File: src/rtl/mc_ctrl_pkg.sv
// Shared types and encodings for the multi-cycle control unit.
// BRANCH_FULL_EN (used in instr_decode) enables the full conditional-branch set.
package mc_ctrl_pkg;

  typedef enum logic [2:0] {
    S_FETCH  = 3'd0,
    S_DECODE = 3'd1,
    S_EXEC   = 3'd2,
    S_MEM    = 3'd3,
    S_WB     = 3'd4,
    S_TRAP   = 3'd5
  } state_t;

  localparam logic [6:0] OP_LOAD   = 7'd3;
  localparam logic [6:0] OP_IMM    = 7'd19;
  localparam logic [6:0] OP_AUIPC  = 7'd23;
  localparam logic [6:0] OP_STORE  = 7'd35;
  localparam logic [6:0] OP_REG    = 7'd51;
  localparam logic [6:0] OP_LUI    = 7'd55;
  localparam logic [6:0] OP_BRANCH = 7'd99;
  localparam logic [6:0] OP_JALR   = 7'd103;
  localparam logic [6:0] OP_JAL    = 7'd111;

  localparam logic [3:0] ALU_ADD  = 4'b0000;
  localparam logic [3:0] ALU_SUB  = 4'b0001;
  localparam logic [3:0] ALU_AND  = 4'b0010;
  localparam logic [3:0] ALU_OR   = 4'b0011;
  localparam logic [3:0] ALU_XOR  = 4'b0100;
  localparam logic [3:0] ALU_SLT  = 4'b0101;
  localparam logic [3:0] ALU_SLTU = 4'b0110;
  localparam logic [3:0] ALU_SRL  = 4'b0111;
  localparam logic [3:0] ALU_SLL  = 4'b1000;
  localparam logic [3:0] ALU_SRA  = 4'b1001;

  localparam logic [2:0] IMM_I = 3'b000;
  localparam logic [2:0] IMM_S = 3'b001;
  localparam logic [2:0] IMM_B = 3'b010;
  localparam logic [2:0] IMM_U = 3'b011;
  localparam logic [2:0] IMM_J = 3'b100;

  localparam logic [1:0] RES_ALU  = 2'b00;
  localparam logic [1:0] RES_LOAD = 2'b01;
  localparam logic [1:0] RES_PC4  = 2'b10;

  localparam logic [1:0] MT_WORD = 2'b00;
  localparam logic [1:0] MT_BYTE = 2'b01;
  localparam logic [1:0] MT_HALF = 2'b10;

  localparam logic [1:0] SRCA_RS1  = 2'd0;
  localparam logic [1:0] SRCA_PC   = 2'd1;
  localparam logic [1:0] SRCA_ZERO = 2'd2;

  localparam logic [31:0] NOP_INSTR = 32'h0000_0013;

  typedef struct packed {
    logic       legal;
    logic       is_load;
    logic       is_store;
    logic       is_branch;
    logic       is_jump;
    logic       taken;
    logic [3:0] alu_ctrl;
    logic [2:0] imm_src;
    logic [1:0] res_src;
    logic [1:0] mem_type;
    logic       mem_sign;
    logic [1:0] src_a;
    logic       src_b;
  } decode_t;

  // alt is funct7[5]; it only turns add into sub when allow_sub is set.
  function automatic logic [3:0] alu_op(input logic [2:0] funct3, input logic alt,
                                        input logic allow_sub);
    case (funct3)
      3'b000:  alu_op = (alt && allow_sub) ? ALU_SUB : ALU_ADD;
      3'b001:  alu_op = ALU_SLL;
      3'b010:  alu_op = ALU_SLT;
      3'b011:  alu_op = ALU_SLTU;
      3'b100:  alu_op = ALU_XOR;
      3'b101:  alu_op = alt ? ALU_SRA : ALU_SRL;
      3'b110:  alu_op = ALU_OR;
      default: alu_op = ALU_AND;
    endcase
  endfunction

endpackage

File: src/rtl/instr_decode.sv
// Combinational instruction decode for mc_controlunit.
// BRANCH_FULL_EN: all six conditional branches; otherwise only beq is legal.
module instr_decode
  import mc_ctrl_pkg::*;
(
  input  logic [6:0] opcode,
  input  logic [2:0] funct3,
  input  logic       funct7_5,
  input  logic       zero,
  input  logic       neg,
  input  logic       carry,
  output decode_t    dec
);

  // NOTE: every field gets a default before the case so no path leaves a latch.
  always_comb begin
    dec          = '0;
    dec.mem_type = (funct3[1:0] == 2'b00) ? MT_BYTE :
                   (funct3[1:0] == 2'b01) ? MT_HALF : MT_WORD;
    dec.mem_sign = (funct3 == 3'b100) || (funct3 == 3'b101);
    case (opcode)
      OP_LOAD:  begin dec.legal = 1'b1; dec.is_load = 1'b1; dec.imm_src = IMM_I;
                      dec.res_src = RES_LOAD; dec.src_b = 1'b1; end
      OP_IMM:   begin dec.legal = 1'b1; dec.alu_ctrl = alu_op(funct3, funct7_5, 1'b0);
                      dec.imm_src = IMM_I; dec.src_b = 1'b1; end
      OP_AUIPC: begin dec.legal = 1'b1; dec.imm_src = IMM_U; dec.src_a = SRCA_PC;
                      dec.src_b = 1'b1; end
      OP_STORE: begin dec.legal = 1'b1; dec.is_store = 1'b1; dec.imm_src = IMM_S;
                      dec.src_b = 1'b1; end
      OP_REG:   begin dec.legal = 1'b1; dec.alu_ctrl = alu_op(funct3, funct7_5, 1'b1); end
      OP_LUI:   begin dec.legal = 1'b1; dec.imm_src = IMM_U; dec.src_a = SRCA_ZERO;
                      dec.src_b = 1'b1; end
      OP_JALR:  begin dec.legal = 1'b1; dec.is_jump = 1'b1; dec.imm_src = IMM_I;
                      dec.res_src = RES_PC4; dec.src_b = 1'b1; end
      OP_JAL:   begin dec.legal = 1'b1; dec.is_jump = 1'b1; dec.imm_src = IMM_J;
                      dec.res_src = RES_PC4; dec.src_b = 1'b1; end
      OP_BRANCH: begin
        dec.is_branch = 1'b1;
        dec.alu_ctrl  = ALU_SUB;
        dec.imm_src   = IMM_B;
`ifdef BRANCH_FULL_EN
        dec.legal = (funct3[2:1] != 2'b01);
        case (funct3)
          3'b000:  dec.taken = zero;
          3'b001:  dec.taken = !zero;
          3'b100:  dec.taken = neg;
          3'b101:  dec.taken = !neg;
          3'b110:  dec.taken = !carry;   // carry set means no borrow, i.e. rs1 >= rs2
          3'b111:  dec.taken = carry;
          default: dec.taken = 1'b0;
        endcase
`else
        dec.legal = (funct3 == 3'b000);
        dec.taken = zero;
`endif
      end
      default: dec = dec;
    endcase
  end

`ifndef BRANCH_FULL_EN
  logic unused_flags;
  assign unused_flags = neg ^ carry;
`endif

endmodule

File: src/rtl/mc_controlunit.sv
// Multi-cycle RISC-V style control unit: FSM, instruction register, retired counter.
// Optional BRANCH_FULL_EN widens the branch set (see instr_decode).
module mc_controlunit
  import mc_ctrl_pkg::*;
#(
  parameter int DATA_WIDTH = 32,
  parameter int CNT_WIDTH  = 32
) (
  input  logic                  clk_i,
  input  logic                  rst_i,
  input  logic [DATA_WIDTH-1:0] Instr_i,
  input  logic                  MemReady_i,
  input  logic                  Zero_i,
  input  logic                  Neg_i,
  input  logic                  Carry_i,
  output logic                  MemReq_o,
  output logic                  MemWrite_o,
  output logic                  IRWrite_o,
  output logic                  PCWrite_o,
  output logic                  RegWrite_o,
  output logic [3:0]            ALUCtrl_o,
  output logic [2:0]            ImmSrc_o,
  output logic [1:0]            ResultSrc_o,
  output logic [1:0]            MemType_o,
  output logic                  MemSign_o,
  output logic [1:0]            ALUSrcA_o,
  output logic                  ALUSrcB_o,
  output logic                  PCSrc_o,
  output logic [2:0]            State_o,
  output logic                  Illegal_o,
  output logic [CNT_WIDTH-1:0]  Instret_o
);

  state_t                state;
  logic [DATA_WIDTH-1:0] ir;
  logic [CNT_WIDTH-1:0]  instret;
  decode_t               dec;

  instr_decode u_decode (
    .opcode   (ir[6:0]),
    .funct3   (ir[14:12]),
    .funct7_5 (ir[30]),
    .zero     (Zero_i),
    .neg      (Neg_i),
    .carry    (Carry_i),
    .dec      (dec)
  );

  logic unused_ir;
  assign unused_ir = ^{ir[DATA_WIDTH-1:31], ir[29:15], ir[11:7]};

  // NOTE: state registers use non-blocking assignments so every flop samples pre-edge values.
  always_ff @(posedge clk_i) begin
    if (rst_i) begin
      state   <= S_FETCH;
      ir      <= DATA_WIDTH'(NOP_INSTR);
      instret <= '0;
    end else begin
      case (state)
        S_FETCH: if (MemReady_i) begin
          ir    <= Instr_i;
          state <= S_DECODE;
        end
        S_DECODE: state <= dec.legal ? S_EXEC : S_TRAP;
        S_EXEC: begin
          if (dec.is_load || dec.is_store) begin
            state <= S_MEM;
          end else if (dec.is_branch) begin
            state   <= S_FETCH;
            instret <= instret + CNT_WIDTH'(1);
          end else begin
            state <= S_WB;
          end
        end
        S_MEM: if (MemReady_i) begin
          if (dec.is_store) begin
            state   <= S_FETCH;
            instret <= instret + CNT_WIDTH'(1);
          end else begin
            state <= S_WB;
          end
        end
        S_WB: begin
          state   <= S_FETCH;
          instret <= instret + CNT_WIDTH'(1);
        end
        S_TRAP:  state <= S_TRAP;
        default: state <= S_FETCH;
      endcase
    end
  end

  // Strobes are masked during reset so a coincident MemReady_i has no effect.
  always_comb begin
    MemReq_o   = 1'b0;
    MemWrite_o = 1'b0;
    IRWrite_o  = 1'b0;
    PCWrite_o  = 1'b0;
    PCSrc_o    = 1'b0;
    RegWrite_o = 1'b0;
    if (!rst_i) begin
      case (state)
        S_FETCH: begin
          MemReq_o  = 1'b1;
          IRWrite_o = MemReady_i;
          PCWrite_o = MemReady_i;
        end
        S_EXEC: begin
          PCWrite_o = dec.is_jump || (dec.is_branch && dec.taken);
          PCSrc_o   = dec.is_jump || (dec.is_branch && dec.taken);
        end
        S_MEM: begin
          MemReq_o   = 1'b1;
          MemWrite_o = dec.is_store;
        end
        S_WB:    RegWrite_o = 1'b1;
        default: MemReq_o = 1'b0;
      endcase
    end
  end

  assign ALUCtrl_o   = dec.alu_ctrl;
  assign ImmSrc_o    = dec.imm_src;
  assign ResultSrc_o = dec.res_src;
  assign MemType_o   = dec.mem_type;
  assign MemSign_o   = dec.mem_sign;
  assign ALUSrcA_o   = dec.src_a;
  assign ALUSrcB_o   = dec.src_b;
  assign State_o     = state;
  assign Illegal_o   = (state == S_TRAP);
  assign Instret_o   = instret;

endmodule
File: config.mk
export PLATFORM = sky130hd
export DESIGN_NAME = mc_controlunit
export DESIGN_NICKNAME = d
export VERILOG_FILES = /design/src/rtl/mc_ctrl_pkg.sv /design/src/rtl/instr_decode.sv /design/src/rtl/mc_controlunit.sv
export SDC_FILE = /design/constraint.sdc
export NUM_CORES = 1
export LEC_CHECK = 0
export CAP_MARGIN = 15
export CORE_ASPECT_RATIO = 1.5
export CORE_MARGIN = 2
export CORE_UTILIZATION = 40
export CTS_CLUSTER_DIAMETER = 30
export DETAILED_ROUTE_END_ITERATION = 10
export PLACE_DENSITY = 0.76
export SLEW_MARGIN = 15
export SYNTH_ARGS = -nofsm -noshare
export SYNTH_HDL_FRONTEND = slang
export SYNTH_SLANG_ARGS = --single-unit
File: constraint.sdc
create_clock -name clk_i -period 2 [get_ports clk_i]
set_input_delay 0.3 -clock clk_i [delete_from_list [all_inputs] [get_ports clk_i]]
set_output_delay 0.3 -clock clk_i [all_outputs]
set_load 0.05 [all_outputs]
==> run_results.csv <==
group,metric,value,unit
synthesis,synth.largest_area_cell,"dfxtp_1",
placed_design,dp_hpwl,5.56,mm
sta,hold_viol_final,0,
global_route,grt_overflow,0,
critical_path,worst_path_largest_cell_delay,0.37,ns
global_route,grt.total_usage,21.9,%
synthesis,synth_top_area_share,35.6,%
layout,postLayoutCellArea,4280,µm²
layout,nets,473,
job,max_cap_violations,0,
status,violations,"negative setup slack",
critical_path,cp-end-kind,"primary output",
critical_path,path_cells,"buf_6, nand2b_4, nor4_4, a41oi_4, nor4_4, or2_4, buf_12",
synthesis,synth_edf_count,0,
routing,vias,2855,
clock_network,clk_pin_slew,0.10,ns
layout,final_layout_size_suffix_gt1_share,35.4,%
die,ios,95,
placed_design,place_ws,-0.179,ns
die,fp.dieW,69.6,µm
routing,ant_nets,0,
routing,viasPerCell,5.61,
sta,hold_ws,0.354,ns
sta,drv_slew,0,
die,dieHeight,102,µm
sta,worstMarginPinSlew,0.526,ns
critical_path,cp_common_cell,"nor4_4",
pwr,ir_drop,0.545,mV
placed_design,dpl-instance-area,3890,µm²
die,core_area,6220,µm²
pwr,power,2.99,mW
sta,finalSetupTns,-0.634,ns
clock_network,h-tree-depth,2,
synthesis,synth-async-reset-ratio,0,%
layout,n_antenna_cell,0,
global_route,grt_pass1_vias,2771,
clock_network,cts_root_buf,"clkbuf_8",
routing,firstDrtPassIters,4,
sta,timing.final.ws_setup,-0.106,ns
synthesis,synth_seq_cells,46,
clock_network,cts_buffers,5,
synthesis,avgSynthCellArea,7.85,µm²
die,initial_core_util,41.5,%
synthesis,yosysWarnings,0,
synthesis,synthesis.area,2580,µm²
synthesis,postSynthCellCount,329,
synthesis,syn_nets,368,
critical_path,critPathRequiredTime,1.70,ns
critical_path,cp_top_family,"simple AND/OR/NAND/NOR gates",
global_route,grt_first_pass_wirelength,12.9,mm
critical_path,path_max_fanout,4,
synthesis,ys_top_cells_by_area,"dfxtp_1 (36%), nand2_1 (6.0%), a21oi_1 (5.4%)",
clock_network,cts_buffer_depth,2,
synthesis,synth-seq-area-share,35.6,%
routing,drt_iter0_drc,148,
routing,drt-total-wl,8.11,mm
clock_network,ctsHoldBuffers,0,
die,die_area,7130,µm²
pwr,p_leak,1.55,nW
synthesis,ys_types,54,
sta,rsz0062_at_grt,"true",
sta,finalSetupViolCount,12,
status,status,"finished, violations left",
routing,wl_per_cell,15.9,µm
critical_path,start_kind,"register",
critical_path,arrival,1.81,ns
placed_design,portBuffers,71,
critical_path,worst-setup-path-type,"reg2out",
clock_network,insertion_delay,0.31,ns
die,fp-row-count,35,
global_route,antenna_found_initial,0,
sta,fmax,475,MHz
clock_network,cts.sinks,46,
routing,drc,0,
global_route,grt_start_max_net_pins,46,
critical_path,crit_path_top_delay_cell,"nor4_4",
sta,fin_crit_sh,105,%
sta,post-route-min-period,2.11,ns
layout,syn2layout_area_growth,65.7,%
critical_path,crit_buf_inv,2,
synthesis,ys.flop_type,"dfxtp_1",
placed_design,place_congestion,0.867,
clock_network,cts_tree,"yes",
sta,maxSlewHeadroom,64.8,%
pwr,powerDensity,697,nW/µm²
min_path,holdCritPathClass,"in2reg",
sta,skew,0.0120,ns
==> worst register-to-register path, cell delays in order (launching register included) <==
cell and delay (ns):
dfxtp_2 0.34, or4b_4 0.55, o311ai_4 0.25, nand3_2 0.13, buf_12 0.16, or4_4 0.49
a21oi_2 0.12
==> final timing paths <==
| check | startpoint | to | slack (ns) | cells after the start |
|---|---|---|---|---|
| hold reg to reg | ir[30] | ir[30] | 0.49 | 2 |
| setup reg to reg | ir[2] | Instret_o[20] | -0.11 | 6 |
| hold / removal | rst_i | State_o[0] | 0.35 | 2 |
| setup / recovery | ir[4] | PCWrite_o | -0.11 | 7 |
==> metal layers <==
layer  track usage, %  vias up  share of wire, %
li1                 -     1407                 -
met1             24.9     1356                40
met2             41.6       77                54
met3             3.35       15               4.1
met4             7.69        0               2.1
met5                0        -                 0
==> sequential cells by signal, summed over array words and instances (netlist names) <==
signal     cells
Instret_o     32
ir            11
State_o        3
==> power by group <==
part | internal, mW | leakage (nW) | switching, mW
Clock | 0.375 | 0.0585 | 0.335
Sequential | 0.964 | 0.384 | 0.0623
Combinational | 0.537 | 1.10 | 0.712
Total | 1.88 | 1.55 | 1.11
==> synthesized netlist by cell type, types with 3 or more instances <==
library cell,n
dfxtp_1,46
nand2_1,41
nor2_1,34
a21oi_1,28
clkbuf_1,14
xnor2_1,14
nand3_1,11
nand4_1,10
nor4_1,10
o21ai_0,10
nor3_1,9
nor2b_1,8
o31ai_1,8
or4_1,7
and3_1,6
or3_1,6
and4_1,5
inv_1,5
nand3b_1,5
a31oi_1,4
and2_1,3
buf_6,3
nand2b_1,3
xor2_1,3
==> per-stage QoR <==
stage                     cells  util [%]
after floorplan             329         -
after global placement      486      62.6
after detailed placement    486      62.6
after CTS                   501      66.2
after global routing        509      68.8
final                       509      68.8
==> cell families (layout without fill, tap and decap cells) <==
group           after synthesis  in the layout  share of synthesized area (%)
xor+xnor                     17             17                           5.76
buf+inv                      25            131                           4.60
fa+ha+maj                     1              1                          0.484
simple gates                172            172                           36.6
mux                           2              2                          0.872
flops                        46             46                           35.6
compound gates               66             66                           16.1
==> timing repair <==
action                     in CTS  in global routing
pin swaps                       8                 11
resized for setup              16                 26
setup endpoints to repair      17                 26
buffers inserted                7                  8
hold endpoints to repair        0                  0
==> area by class of cell <==
cell class | instances | area [µm²]
Fill cell | 480 | 1940
Multi-Input combinational cell | 258 | 1810
Timing Repair Buffer | 118 | 1280
Sequential cell | 46 | 968
Tap cell | 74 | 92.6
Clock buffer | 5 | 68.8
Clock inverter | 3 | 43.8
Inverter | 5 | 18.8
==> layout by cell type, fill, tap and decap left out, types with 5 or more instances in the layout <==
cell	count
o31ai_1	7
nand3b_1	5
dfxtp_4	7
and4_1	5
nor3_1	6
buf_12	20
dfxtp_1	22
nand4_1	10
dfxtp_2	17
nor2_1	30
nor4_1	7
o21ai_0	10
or3_1	5
buf_4	44
a21oi_2	5
nand3_1	11
clkbuf_8	5
buf_6	6
clkdlybuf4s50_1	46
and3_1	6
nor2b_1	5
nand2_1	37
a21oi_1	22
xnor2_1	14
(Power assumes the default switching activity.)
